--- src/rtl/pll_sup_pkg.sv ---
// Shared types and sizing helpers for the PLL lock supervisor.
package pll_sup_pkg;

  // FSM states. The encodings are visible on the STATE debug port, so keep them fixed.
  typedef enum logic [2:0] {
    PLL_RESET = 3'd0,
    WAIT_LOCK = 3'd1,
    STABLE    = 3'd2,
    RELEASE   = 3'd3,
    RUN       = 3'd4
  } sup_state_e;

  // Width of the shared phase timer. The timer must count up to the largest interval
  // measured in any state. RST_PULSE is included so that an unusually long PLL reset
  // pulse still fits.
  function automatic int timer_width(input int lock_timeout,
                                     input int stable_cycles,
                                     input int release_span,
                                     input int rst_pulse);
    int m;
    m = 2;
    if (lock_timeout  > m) m = lock_timeout;
    if (stable_cycles > m) m = stable_cycles;
    if (release_span  > m) m = release_span;
    if (rst_pulse     > m) m = rst_pulse;
    return $clog2(m);
  endfunction

endpackage

--- src/rtl/sync_2ff.sv ---
// Two-flop synchronizer for a single asynchronous status bit, with synchronous clear.
module sync_2ff (
  input  logic clk,
  input  logic clr,
  input  logic d,
  output logic q
);

  logic meta;

  // Two back-to-back flops. q is the second stage and is the only output that is safe to use.
  always_ff @(posedge clk) begin
    if (clr) begin
      meta <= 1'b0;
      q    <= 1'b0;
    end else begin
      // NOTE: non-blocking assignments make q see the previous value of meta, which is what gives two stages.
      meta <= d;
      q    <= meta;
    end
  end

endmodule

--- src/rtl/pll_lock_supervisor.sv ---
// Controls PLL reset and staged release of the design resets, based on the synchronized PLL lock.
module pll_lock_supervisor
  import pll_sup_pkg::*;
#(
  parameter int RST_PULSE     = 16,
  parameter int LOCK_TIMEOUT  = 65536,
  parameter int STABLE_CYCLES = 1024,
  parameter int N_STAGES      = 3,
  parameter int STAGE_GAP     = 64,
  parameter int CNT_W         = 8
) (
  input  logic                CLK,
  input  logic                RST,
  input  logic                PLL_LOCKED,
  output logic                PLL_RST,
  output logic [N_STAGES-1:0] RST_OUT,
  output logic                READY,
  output logic [CNT_W-1:0]    RETRY_CNT,
  output logic [CNT_W-1:0]    LOSS_CNT,
  output logic [2:0]          STATE
);

  localparam int TW = timer_width(LOCK_TIMEOUT, STABLE_CYCLES, STAGE_GAP * N_STAGES, RST_PULSE);

  // The last timer value seen in each timed state before that state is left.
  localparam logic [TW-1:0] PULSE_LAST   = TW'(RST_PULSE - 1);
  localparam logic [TW-1:0] TIMEOUT_LAST = TW'(LOCK_TIMEOUT - 1);
  localparam logic [TW-1:0] STABLE_LAST  = TW'(STABLE_CYCLES - 1);
  localparam logic [TW-1:0] RELEASE_LAST = TW'(STAGE_GAP * (N_STAGES - 1));

  sup_state_e    state;
  logic [TW-1:0] timer;
  logic          lock_s;

  sync_2ff u_lock_sync (
    .clk (CLK),
    .clr (RST),
    .d   (PLL_LOCKED),
    .q   (lock_s)
  );

  // Gives the reset pattern for a given number of cycles since RELEASE entry.
  // Stage k stays asserted until STAGE_GAP*k cycles have elapsed.
  function automatic logic [N_STAGES-1:0] stage_mask(input logic [TW-1:0] t);
    logic [N_STAGES-1:0] m;
    for (int k = 0; k < N_STAGES; k++) begin
      m[k] = (int'(t) < STAGE_GAP * k);
    end
    return m;
  endfunction

  // Increments and then holds at the maximum value.
  function automatic logic [CNT_W-1:0] sat_inc(input logic [CNT_W-1:0] v);
    return (&v) ? v : v + 1'b1;
  endfunction

  assign STATE = state;

  // Supervisor FSM. Every output is assigned at the transition into the state that
  // produces it, so all outputs come directly from flops.
  always_ff @(posedge CLK) begin
    if (RST) begin
      state     <= PLL_RESET;
      timer     <= '0;
      PLL_RST   <= 1'b1;
      RST_OUT   <= '1;
      READY     <= 1'b0;
      RETRY_CNT <= '0;
      LOSS_CNT  <= '0;
    end else begin
      case (state)
        PLL_RESET: begin
          if (timer == PULSE_LAST) begin
            state   <= WAIT_LOCK;
            timer   <= '0;
            PLL_RST <= 1'b0;
          end else begin
            timer <= timer + 1'b1;
          end
        end

        WAIT_LOCK: begin
          // A lock that arrives on the timeout cycle takes priority over the timeout.
          if (lock_s) begin
            state <= STABLE;
            timer <= '0;
          end else if (timer == TIMEOUT_LAST) begin
            state     <= PLL_RESET;
            timer     <= '0;
            PLL_RST   <= 1'b1;
            RETRY_CNT <= sat_inc(RETRY_CNT);
          end else begin
            timer <= timer + 1'b1;
          end
        end

        STABLE: begin
          // A drop in lock restarts the lock wait. It does not count as a retry.
          if (!lock_s) begin
            state <= WAIT_LOCK;
            timer <= '0;
          end else if (timer == STABLE_LAST) begin
            state   <= RELEASE;
            timer   <= '0;
            RST_OUT <= stage_mask('0);
          end else begin
            timer <= timer + 1'b1;
          end
        end

        RELEASE: begin
          if (!lock_s) begin
            state    <= WAIT_LOCK;
            timer    <= '0;
            RST_OUT  <= '1;
            LOSS_CNT <= sat_inc(LOSS_CNT);
          end else if (timer == RELEASE_LAST) begin
            state   <= RUN;
            timer   <= '0;
            RST_OUT <= '0;
            READY   <= 1'b1;
          end else begin
            timer   <= timer + 1'b1;
            RST_OUT <= stage_mask(timer + 1'b1);
          end
        end

        RUN: begin
          // On lock loss, every stage asserts together. The PLL is reset again
          // only if the next lock wait times out.
          if (!lock_s) begin
            state    <= WAIT_LOCK;
            timer    <= '0;
            RST_OUT  <= '1;
            READY    <= 1'b0;
            LOSS_CNT <= sat_inc(LOSS_CNT);
          end
        end

        default: begin
          state   <= PLL_RESET;
          timer   <= '0;
          PLL_RST <= 1'b1;
          RST_OUT <= '1;
          READY   <= 1'b0;
        end
      endcase
    end
  end

endmodule

--- config.mk ---
export PLATFORM = sky130hd
export DESIGN_NAME = pll_lock_supervisor
export DESIGN_NICKNAME = d
export VERILOG_FILES = /design/src/rtl/pll_sup_pkg.sv /design/src/rtl/sync_2ff.sv /design/src/rtl/pll_lock_supervisor.sv
export SDC_FILE = /design/constraint.sdc
export NUM_CORES = 1
export LEC_CHECK = 0
export BUFFER_PORTS_ARGS = -buffer_cell sky130_fd_sc_hd__clkbuf_2
export CORE_MARGIN = 1.5
export CORE_UTILIZATION = 45
export DETAILED_ROUTE_END_ITERATION = 10
export PLACE_DENSITY = 0.62
export SLEW_MARGIN = 10
export SYNTH_ARGS = -nofsm -noshare
export SYNTH_HDL_FRONTEND = slang
export SYNTH_SLANG_ARGS = --single-unit
--- constraint.sdc ---
create_clock -name CLK -period 3.45 [get_ports CLK]
set_clock_uncertainty 0.1 [all_clocks]
set_input_delay 0.1725 -clock CLK [delete_from_list [all_inputs] [get_ports CLK]]
set_output_delay 0.1725 -clock CLK [all_outputs]
set_load 0.02 [all_outputs]
## Word-level counts from Yosys, hierarchy flattened

Index checks and enable logic that the tools add are counted.
W data, S select, Z words.

| operators by class | value |
|---|---|
| bitwise logic cells | 6 |
| mux-type cells | 32 |
| equal/unequal tests | 19 |
| $lt $le $gt $ge | 2 |
| add/subtract/negate cells | 3 |
| reduce and logical (&&, ||, !) cells | 13 |

Operators with widths:

| operator | count |
|---|---|
| $mux W16 | 8 |
| $pmux W16 S5 | 1 |
| $mux W3 | 13 |
| $add A16 B1 Y16 const B | 1 |
| $add A8 B1 Y8 const B | 2 |
| $eq A16 B10 Y1 const B | 1 |
| $eq A16 B16 Y1 const B | 1 |
| $eq A16 B4 Y1 const B | 1 |
| $eq A16 B8 Y1 const B | 1 |
| $lt A16 B7 Y1 const B | 1 |
| $lt A16 B8 Y1 const B | 1 |
| $reduce_and A4 Y1 | 4 |
| $reduce_and A8 Y1 | 2 |
| $pmux W3 S5 | 1 |
| $ne A2 B2 Y1 const B | 6 |
| $pmux W3 S4 | 1 |
| $eq A3 B2 Y1 const B | 2 |
| $mux W1 | 6 |
| $ne A3 B3 Y1 const B | 2 |
| $not A1 Y1 | 6 |
| $pmux W1 S3 | 2 |
| $reduce_or A3 Y1 | 2 |
| $reduce_and A5 Y1 | 1 |
| $ne A2 B1 Y1 const B | 2 |
| 6 further kinds | 7 |

| word-level totals | value |
|---|---|
| output and inout port bits | 24 |
| input port bits | 3 |
| register bits after elaboration | 42 |
| logic and storage cells | 84 |

## Longest topological paths before layout

Gate-level depths: netlist (run 1).

| depth | value |
|---|---|
| depth in word-level cells | 5 |
| mapped depth | 9 |
| mapped depth without buffers | 8 |

## Modules after synthesis

Synthesis (run 1) repeated with hierarchy kept, for this count alone.

| unflattened totals | value |
|---|---|
| cell total of the unflattened synthesis | 296 |
| area, all modules | 2399.8 µm² |

Modules (own cells, without submodules):

| module | sequential area each (µm²) | times used | cells an instance | area an instance (µm²) |
|---|---|---|---|---|
| pll_lock_supervisor | 800.8 | 1 | 292 | 2347.3 |
| sync_2ff | 40.0 | 1 | 4 | 52.6 |

## Worst setup path after synthesis (run 1)

No wires, ideal clock.

| timing path | value |
|---|---|
| path type | flip-flop to flip-flop |
| start | register timer[0] |
| end | register timer[10] |
| cell stages (with the launch flop) | 9 |
| library setup time | 0.123 ns |
| arrival time | 1.823 ns |
| buffers on the path | 1 |
| required time | 3.227 ns |
| path slack | 1.405 ns |
| clock period less this slack | 2.045 ns |
| cell sequence | dfxtp_1 ha_1 nand3_2 nor4_4 a2bb2oi_2 a21oi_2 buf_6 a21oi_2 mux2i_1 |

| on the way | value |
|---|---|
| word-level cells in the longest chain between the ends | 4 |
| elaborated cells between the ends (all ways) | 13 |
| classes of those cells | add/sub: 1; eq/ne: 4; mux: 8 |

RTL lines:

| what | RTL line | source |
|---|---|---|
| start, declared | pll_lock_supervisor.sv:32 | `logic [TW-1:0] timer;` |
| start signal, assigned | pll_lock_supervisor.sv:78 | `timer <= timer + 1'b1;` |
| start signal, assigned | pll_lock_supervisor.sv:93 | `timer <= timer + 1'b1;` |
| start signal, assigned | pll_lock_supervisor.sv:107 | `timer <= timer + 1'b1;` |
| $add A16 B1 Y16, or another cell as far along | n/a |  |
| $mux W16 (on tied branches) | pll_lock_supervisor.sv:117, pll_lock_supervisor.sv:87, pll_lock_supervisor.sv:102 |  |
| $mux W16 (on tied branches) | pll_lock_supervisor.sv:112, pll_lock_supervisor.sv:84, pll_lock_supervisor.sv:99 |  |
| $pmux W16 S5 (*) | pll_lock_supervisor.sv:71 | `case (state)` |

Every way passes the cells marked *; elsewhere a longest branch is shown, timed or not.
A chain may end at the register's enable or synchronous reset.

## Worst setup path in the final report (run 1)

| timing path | value |
|---|---|
| start | register u_lock_sync.q |
| end | register timer[4] |

| on the way | value |
|---|---|
| word-level cells in the longest chain between the ends | 2 |
| elaborated cells between the ends (all ways) | 5 |
| classes of those cells | eq/ne: 1; mux: 4 |

RTL lines:

| what | RTL line | source |
|---|---|---|
| start, declared | sync_2ff.sv:6 | `output logic q` |
| start signal, assigned | sync_2ff.sv:19 | `q <= meta;` |
| $mux W16 (on tied branches) | pll_lock_supervisor.sv:112, pll_lock_supervisor.sv:84, pll_lock_supervisor.sv:99 |  |
| $pmux W16 S5 | pll_lock_supervisor.sv:71 |  |
| end signal, assigned | pll_lock_supervisor.sv:78 |  |
| end signal, assigned | pll_lock_supervisor.sv:107 |  |
| end signal, assigned | pll_lock_supervisor.sv:123 | `timer <= timer + 1'b1;` |

Several ways; a longest one is shown, not always the timed one.

==> out/qor.yml, run 1 <==
synthArstFlopShare: 0
maxCapViolations: 0
intPower_w: 0.000739
crit_path_end_kind: "register"
min_path_cells: 1
grt_max_degree: 38
numCtsBuffers: 5
avgViaCountPerCell: 5.58
hold_start: "u_lock_sync.meta$_SDFF_PP0_"
dp_hpwl_um: 3710
pwr-share-seq: 0.517
layout-drive-gt1-share: 0.184
synth-seq-area-share: 0.342
htreeDepth: 2
root_buffer: "clkbuf_8"
reg2reg_depth: 6
startpoint_type: "register"
rsz0062_at_grt: "no"
synth_nets: 301
finalCriticalPeriod_ns: 2.40
rows: 26
synth-main-ff-cell: "dfxtp_1"
fillers: 492
dr.first_iter.drc_count: 172
slew_headroom: 0.373
power_density_mw_per_mm2: 363
ant_nets: 0
portBuffers: 26
antenna_found_initial: 0
cts_resized: 0
fp.dieW_um: 76.9
cts.sinks: 42
clkSlewWorstSetupHoldPaths_ns: 0.08
antenna_cells: 0
path_class: "register to register"
vdd_drop_max_uv: 196
final_cell_mix: "dfxtp_1 (42), nor2_1 (32), clkbuf_2 (26)"
drtPass1Iterations: 4
synth.avg_cell_area_um2: 8.37
syn2layout_area_growth_pct: 10.0
regToRegStartpoint: "u_lock_sync.q$_SDFF_PP0_"
place.gp.congestion: 0.789
nNetsFinal: 316
pwr-share-comb: 0.081
hold_viol_final: 0
cts_max_path_buffers: 2
switching_power_w: 0.000244
dieArea_mm2: 0.00592
ios: 27
hp-class: "register to register"
rr_endpoint: "timer[4]$_SDFFE_PP0N_"
ys_seq_elements: 42
setup_viol: 0
leakagePower_nw: 0.952
worstHoldEndpoint: "u_lock_sync.q$_SDFF_PP0_"
drt_wl_total_um: 5340
switching_share: 0.248
ff_latch_area_um2: 841
syn_inst: 294
yosysWarnings: 0
multiInputGateArea_mm2: 0.00147
grt_pass1_vias: 1941
cp_max_fo: 15
cp_data_required_time_ns: 3.57
grt_overflow: 0
drv_slew: 0
clock.fmax_mhz: 416
final_common_cell: "dfxtp_1"
initial_core_util: 0.476
cp.arrival_ns: 2.53
drcViolationCount: 0
finalSetupTns_ns: 0
clk_latency_ns: 0.29
cts_setup_buffers: 0
status: "completed"
post-route-util: 0.523
grt_pass1_wl_um: 9350
num_vias: 2121
fin_crit_sh: 0.697
fp.dieH_um: 76.9
tightest_slew_ns: 0.937
netlist_area_mm2: 0.00246
grt.total_usage: 0.193
synth_edf_count: 0
cts_tree: "done"
ys_types: 57
r2r_setup_slack_ns: 1.05
power_frac_clock: 0.403
fp.coreArea_mm2: 0.00517
drt-wirelength-per-cell_um: 14.0
==> power groups by stage <==
stage | sequential [W] | clock [W] | combinational, W
2_1_floorplan | 0.000514 | 0 | 0.0000653
3_3_place_gp | 0.000519 | 0 | 0.0000753
3_5_place_dp | 0.000519 | 0 | 0.0000772
4_1_cts | 0.000507 | 0.000408 | 0.0000786
5_1_grt | 0.000509 | 0.000427 | 0.0000890
6_report | 0.000508 | 0.000396 | 0.0000792
==> final cells by class <==
type	count	area share
multi-input combinational	219	0.544
clock buffer	5	0.0254
tap	70	0.0324
timing repair buffer	27	0.0518
clock inverter	3	0.0162
inverter	14	0.0194
sequential	42	0.311
==> critical path: stages, from the launching register on <==
cell and delay, ns:
dfxtp_1 0.65, nand2b_1 0.16, nor3_1 0.30, a32oi_4 0.14
a21oi_2 0.65, a21oi_1 0.15, mux2i_1 0.17
==> worst max path at each step <==
stage,start,end,slack (ns),cells after the start
floorplan,timer[0]$_SDFFE_PP0N_,timer[10]$_SDFFE_PP0N_,1.40,8
global route,u_lock_sync.q$_SDFF_PP0_,timer[11]$_SDFFE_PP0N_,0.83,6
global placement,timer[0]$_SDFFE_PP0N_,RST_OUT[1]$_SDFFE_PP1P_,1.10,7
detailed placement,u_lock_sync.q$_SDFF_PP0_,timer[4]$_SDFFE_PP0N_,1.10,6
finish,u_lock_sync.q$_SDFF_PP0_,timer[4]$_SDFFE_PP0N_,1.05,6
CTS,timer[0]$_SDFFE_PP0N_,timer[4]$_SDFFE_PP0N_,1.08,8
==> cell usage after synthesis, drive strengths merged, types with 5 or more instances <==
| cell | count | area, µm² |
|---|---|---|
| nor2 | 32 | 120 |
| buf | 12 | 67.6 |
| a211oi | 7 | 52.6 |
| or3 | 8 | 55.1 |
| nor3 | 10 | 50.1 |
| xnor2 | 10 | 87.6 |
| a21oi | 18 | 105 |
| inv | 14 | 52.6 |
| mux2i | 6 | 60.1 |
| clkbuf | 7 | 26.3 |
| nand2 | 24 | 92.6 |
| nand2b | 5 | 31.3 |
| o21ai | 14 | 70.1 |
| dfxtp | 42 | 841 |
| nand4 | 10 | 83.8 |
| xor2 | 7 | 61.3 |
| nand3 | 20 | 110 |
| nor4 | 9 | 129 |
==> state kept, by name (all words and copies together) (netlist names) <==
| name | count |
|---|---|
| timer | 16 |
| LOSS_CNT | 8 |
| RETRY_CNT | 8 |
| RST_OUT | 3 |
| STATE | 3 |
| PLL_RST | 1 |
| READY | 1 |
| u_lock_sync.meta | 1 |
| u_lock_sync.q | 1 |
==> stage by stage <==
stage | hold slack [ns] | total power (W) | cells | setup WS [ns] | area (µm²)
final | 0.340 | 0.000983 | 380 | 1.05 | 2710
after CTS | 0.347 | 0.000994 | 380 | 1.08 | 2710
after global routing | 0.361 | 0.00103 | 380 | 0.828 | 2710
after floorplan | 0.201 | 0.000579 | 294 | 1.40 | 2460
after global placement | 0.282 | 0.000594 | 371 | 1.10 | 2580
after detailed placement | 0.293 | 0.000596 | 371 | 1.10 | 2580
==> cells by family after synthesis <==
kind of cell	count (synthesis)	share of synthesized area
flip-flops	42	0.342
AND/OR/NAND/NOR	132	0.322
AO/OA/AOI/OAI	59	0.167
multiplexers	7	0.0290
adder cells (fa/ha/maj)	4	0.0203
XOR/XNOR	17	0.0605
buffers and inverters	33	0.0595
==> layer usage <==
layer  up-vias  part of all wire  track usage
li1       1090                 -            -
met1       990              0.53        0.283
met2        37              0.43        0.293
met3         4             0.036       0.0321
met4         0            0.0079       0.0444
met5         -                 0            0
==> what timing repair did <==
item / 4_1_cts / 5_1_grt
hold buffers: 1 / 0
hold endpoints to repair: 1 / 0
setup endpoints to repair: 0 / 0
No activity file was read; power rests on OpenSTA's default activity.
==> inputs of run 2 (changes only) <==
Settings changed: ABC_AREA set to 1, PLACE_DENSITY 0.62 to 0.64.
Clock period 3.45 ns to 1.9 ns, I/O delays scaled along.
==> run 2 against run 1 <==
  * Clock-buffer cell count unchanged
  * Die area decreased by 0.74%
  * Utilization increased by 5.0 points
  * Flip-flop and latch count unchanged
  * Critical path depth increased by 6
  * Critical endpoint unchanged
  * Largest power group unchanged
==> out/qor.yml, run 2 <==
synthTopCellsByCount: "nand2_1 (101), nor2_1 (47), inv_1 (45)"
num_vias: 2445
synth-main-ff-cell: "dfxtp_1"
finalSetupTns_ns: 0
drtPass1Iterations: 4
ys_types: 34
crit_path_max_incr_delay_ns: 0.38
hold_start: "RST"
maxCapViolations: 0
synth_edf_count: 0
vdd_drop_max_uv: 354
startpoint_type: "register"
cts.sinks: 42
largest_reg_flops: 16
place.gp.congestion: 0.868
nNetsFinal: 428
netlist_area_mm2: 0.00244
hold_viol_final: 0
final_cell_mix: "nand2_1 (98), inv_1 (43), nor2_1 (40)"
path_class: "register to register"
post-route-util: 0.573
layout-drive-gt1-share: 0.254
clk_latency_ns: 0.30
cp_data_required_time_ns: 1.98
drcViolationCount: 0
dr.first_iter.drc_count: 155
synth-seq-area-share: 0.344
rsz0062_at_grt: "yes"
final_common_cell: "nand2_1"
grt_max_degree: 23
grt.total_usage: 0.207
syn2layout_area_growth_pct: 21.4
avgViaCountPerCell: 4.98
fp.coreArea_mm2: 0.00517
initial_core_util: 0.472
cts_max_path_buffers: 2
cp.arrival_ns: 1.90
regToRegStartpoint: "timer[0]$_SDFFE_PP0N_"
fin_crit_sh: 0.957
place_inst: 476
fillers: 495
crit_chain: "ha_4 -> nand2_2 -> nor2_4 -> buf_4 -> nand3_1 -> nand2_1 -> nand2_1 -> inv_2 -> nand2_8 -> buf_6 -> nand3_1 -> a21oi_1"
tightest_slew_ns: 0.508
fp.dieW_um: 76.7
dieArea_mm2: 0.00588
leakagePower_nw: 1.31
rows: 26
antenna_cells: 0
numCtsBuffers: 5
hp-class: "primary input to register"
setup.worst_path.start: "timer[0]$_SDFFE_PP0N_"
reg_top3: "timer (16), LOSS_CNT (8), RETRY_CNT (8)"
top_register: "timer"
fp.dieH_um: 76.7
clkSlewWorstSetupHoldPaths_ns: 0.08
antenna_found_initial: 0
ys_seq_elements: 42
finalPower_w: 0.00163
synth.avg_cell_area_um2: 6.49
dp_hpwl_um: 4220
yosysWarnings: 0
status: "completed"
drt-wirelength-per-cell_um: 12.0
htreeDepth: 2
ff_latch_area_um2: 862
drt_wl_total_um: 5900
post-place-ws_ns: -0.0311
synth_top_area_share: 0.344
crit_path_end_kind: "register"
slew_headroom: 0.661
clock.fmax_mhz: 550
fin_cells: 491
ant_nets: 0
synth_most_common_cell: "nand2_1"
cts_tree: "done"
multiInputGateArea_mm2: 0.00144
grt_pass1_vias: 2294
synth_top_area_cell: "dfxtp_1"
setup_viol: 0
ios: 27
finalCriticalPeriod_ns: 1.82
grt_pass1_wl_um: 10000
drv_slew: 0
critPathBufInv: 3
critPathTopFamily: "simple AND/OR/NAND/NOR gates"
portBuffers: 26
syn_inst: 376
setup_ws_ns: 0.0813
synth_area_leaders: "dfxtp_1 (34%), nand2_1 (16%), nor2_1 (7.2%)"
power_density_mw_per_mm2: 549
crit_slowest_cell: "dfxtp_4"
root_buffer: "clkbuf_8"
synth_nets: 383
synthArstFlopShare: 0
grt_overflow: 0
cp_max_fo: 7
[run 2: cell count changes in the layout (fill, tap and decap cells not counted), moves of 8 or more]
cell,delta
buf_4,+14
a21oi_1,+11
nor2_2,+8
nand2_1,+75
xnor2_1,-10
dfxtp_1,-13
nand3_1,+9
dfxtp_2,+11
inv_1,+29
nor2_1,+8
[run 2: per-stage QoR]
stage | instance area [µm²] | hold slack, ns
3_5_place_dp | 2710 | 0.191
6_report | 2960 | 0.150
2_1_floorplan | 2440 | 0.0711
3_3_place_gp | 2710 | 0.193
5_1_grt | 2960 | 0.170
4_1_cts | 2810 | 0.145
[run 2: final cells by class]
type / instances / area share
Timing Repair Buffer: 44 / 0.0971
Inverter: 53 / 0.0701
Clock inverter: 2 / 0.00338
Sequential cell: 42 / 0.291
Clock buffer: 5 / 0.0232
Multi-Input combinational cell: 275 / 0.486
Tap cell: 70 / 0.0295
[run 2: repair_timing]
item                                    4_1_cts  5_1_grt
pin swaps                                     1        8
endpoints found under the setup margin        4       32
setup buffers                                 1        6
gates resized for setup                       3       41
endpoints found under the hold margin         1        0
hold buffers                                  1        0
cloned                                        0        0
[run 2: power breakdown]
group | total (W) | switching [W] | internal (W)
clock network | 0.000559 | 0.000312 | 0.000247
logic | 0.000154 | 0.0000937 | 0.0000604
registers | 0.000915 | 0.0000189 | 0.000896
[run 2: final timing paths]
kind | end | slack (ns) | cells past startpoint
setup / recovery | timer[4]$_SDFFE_PP0N_ | 0.08 | 12
setup reg to reg | timer[4]$_SDFFE_PP0N_ | 0.08 | 12
hold reg to reg | u_lock_sync.q$_SDFF_PP0_ | 0.30 | 2
hold / removal | u_lock_sync.meta$_SDFF_PP0_ | 0.15 | 3
[run 2: cells by family (layout without fill, tap and decap cells)]
group	after synthesis	after routing	synth area share
buf+inv	59	104	0.0948
flops	42	42	0.344
simple gates	218	218	0.420
fa+ha+maj	4	4	0.0205
compound gates	48	48	0.103
xor+xnor	5	5	0.0179
[run 2: tightest hold or removal path: stages]
cell,delay (ns)
clkbuf_2,0.09
buf_4,0.21
nor2_1,0.12
[run 2: metal layers]
metal	part of all wire	global-route usage	routed length (µm)	up-vias
li1	-	-	-	1290
met1	0.48	0.272	2810	1083
met2	0.47	0.342	2750	64
met3	0.046	0.0417	272	8
met4	0.011	0.0593	67	0
met5	0	0	0	-
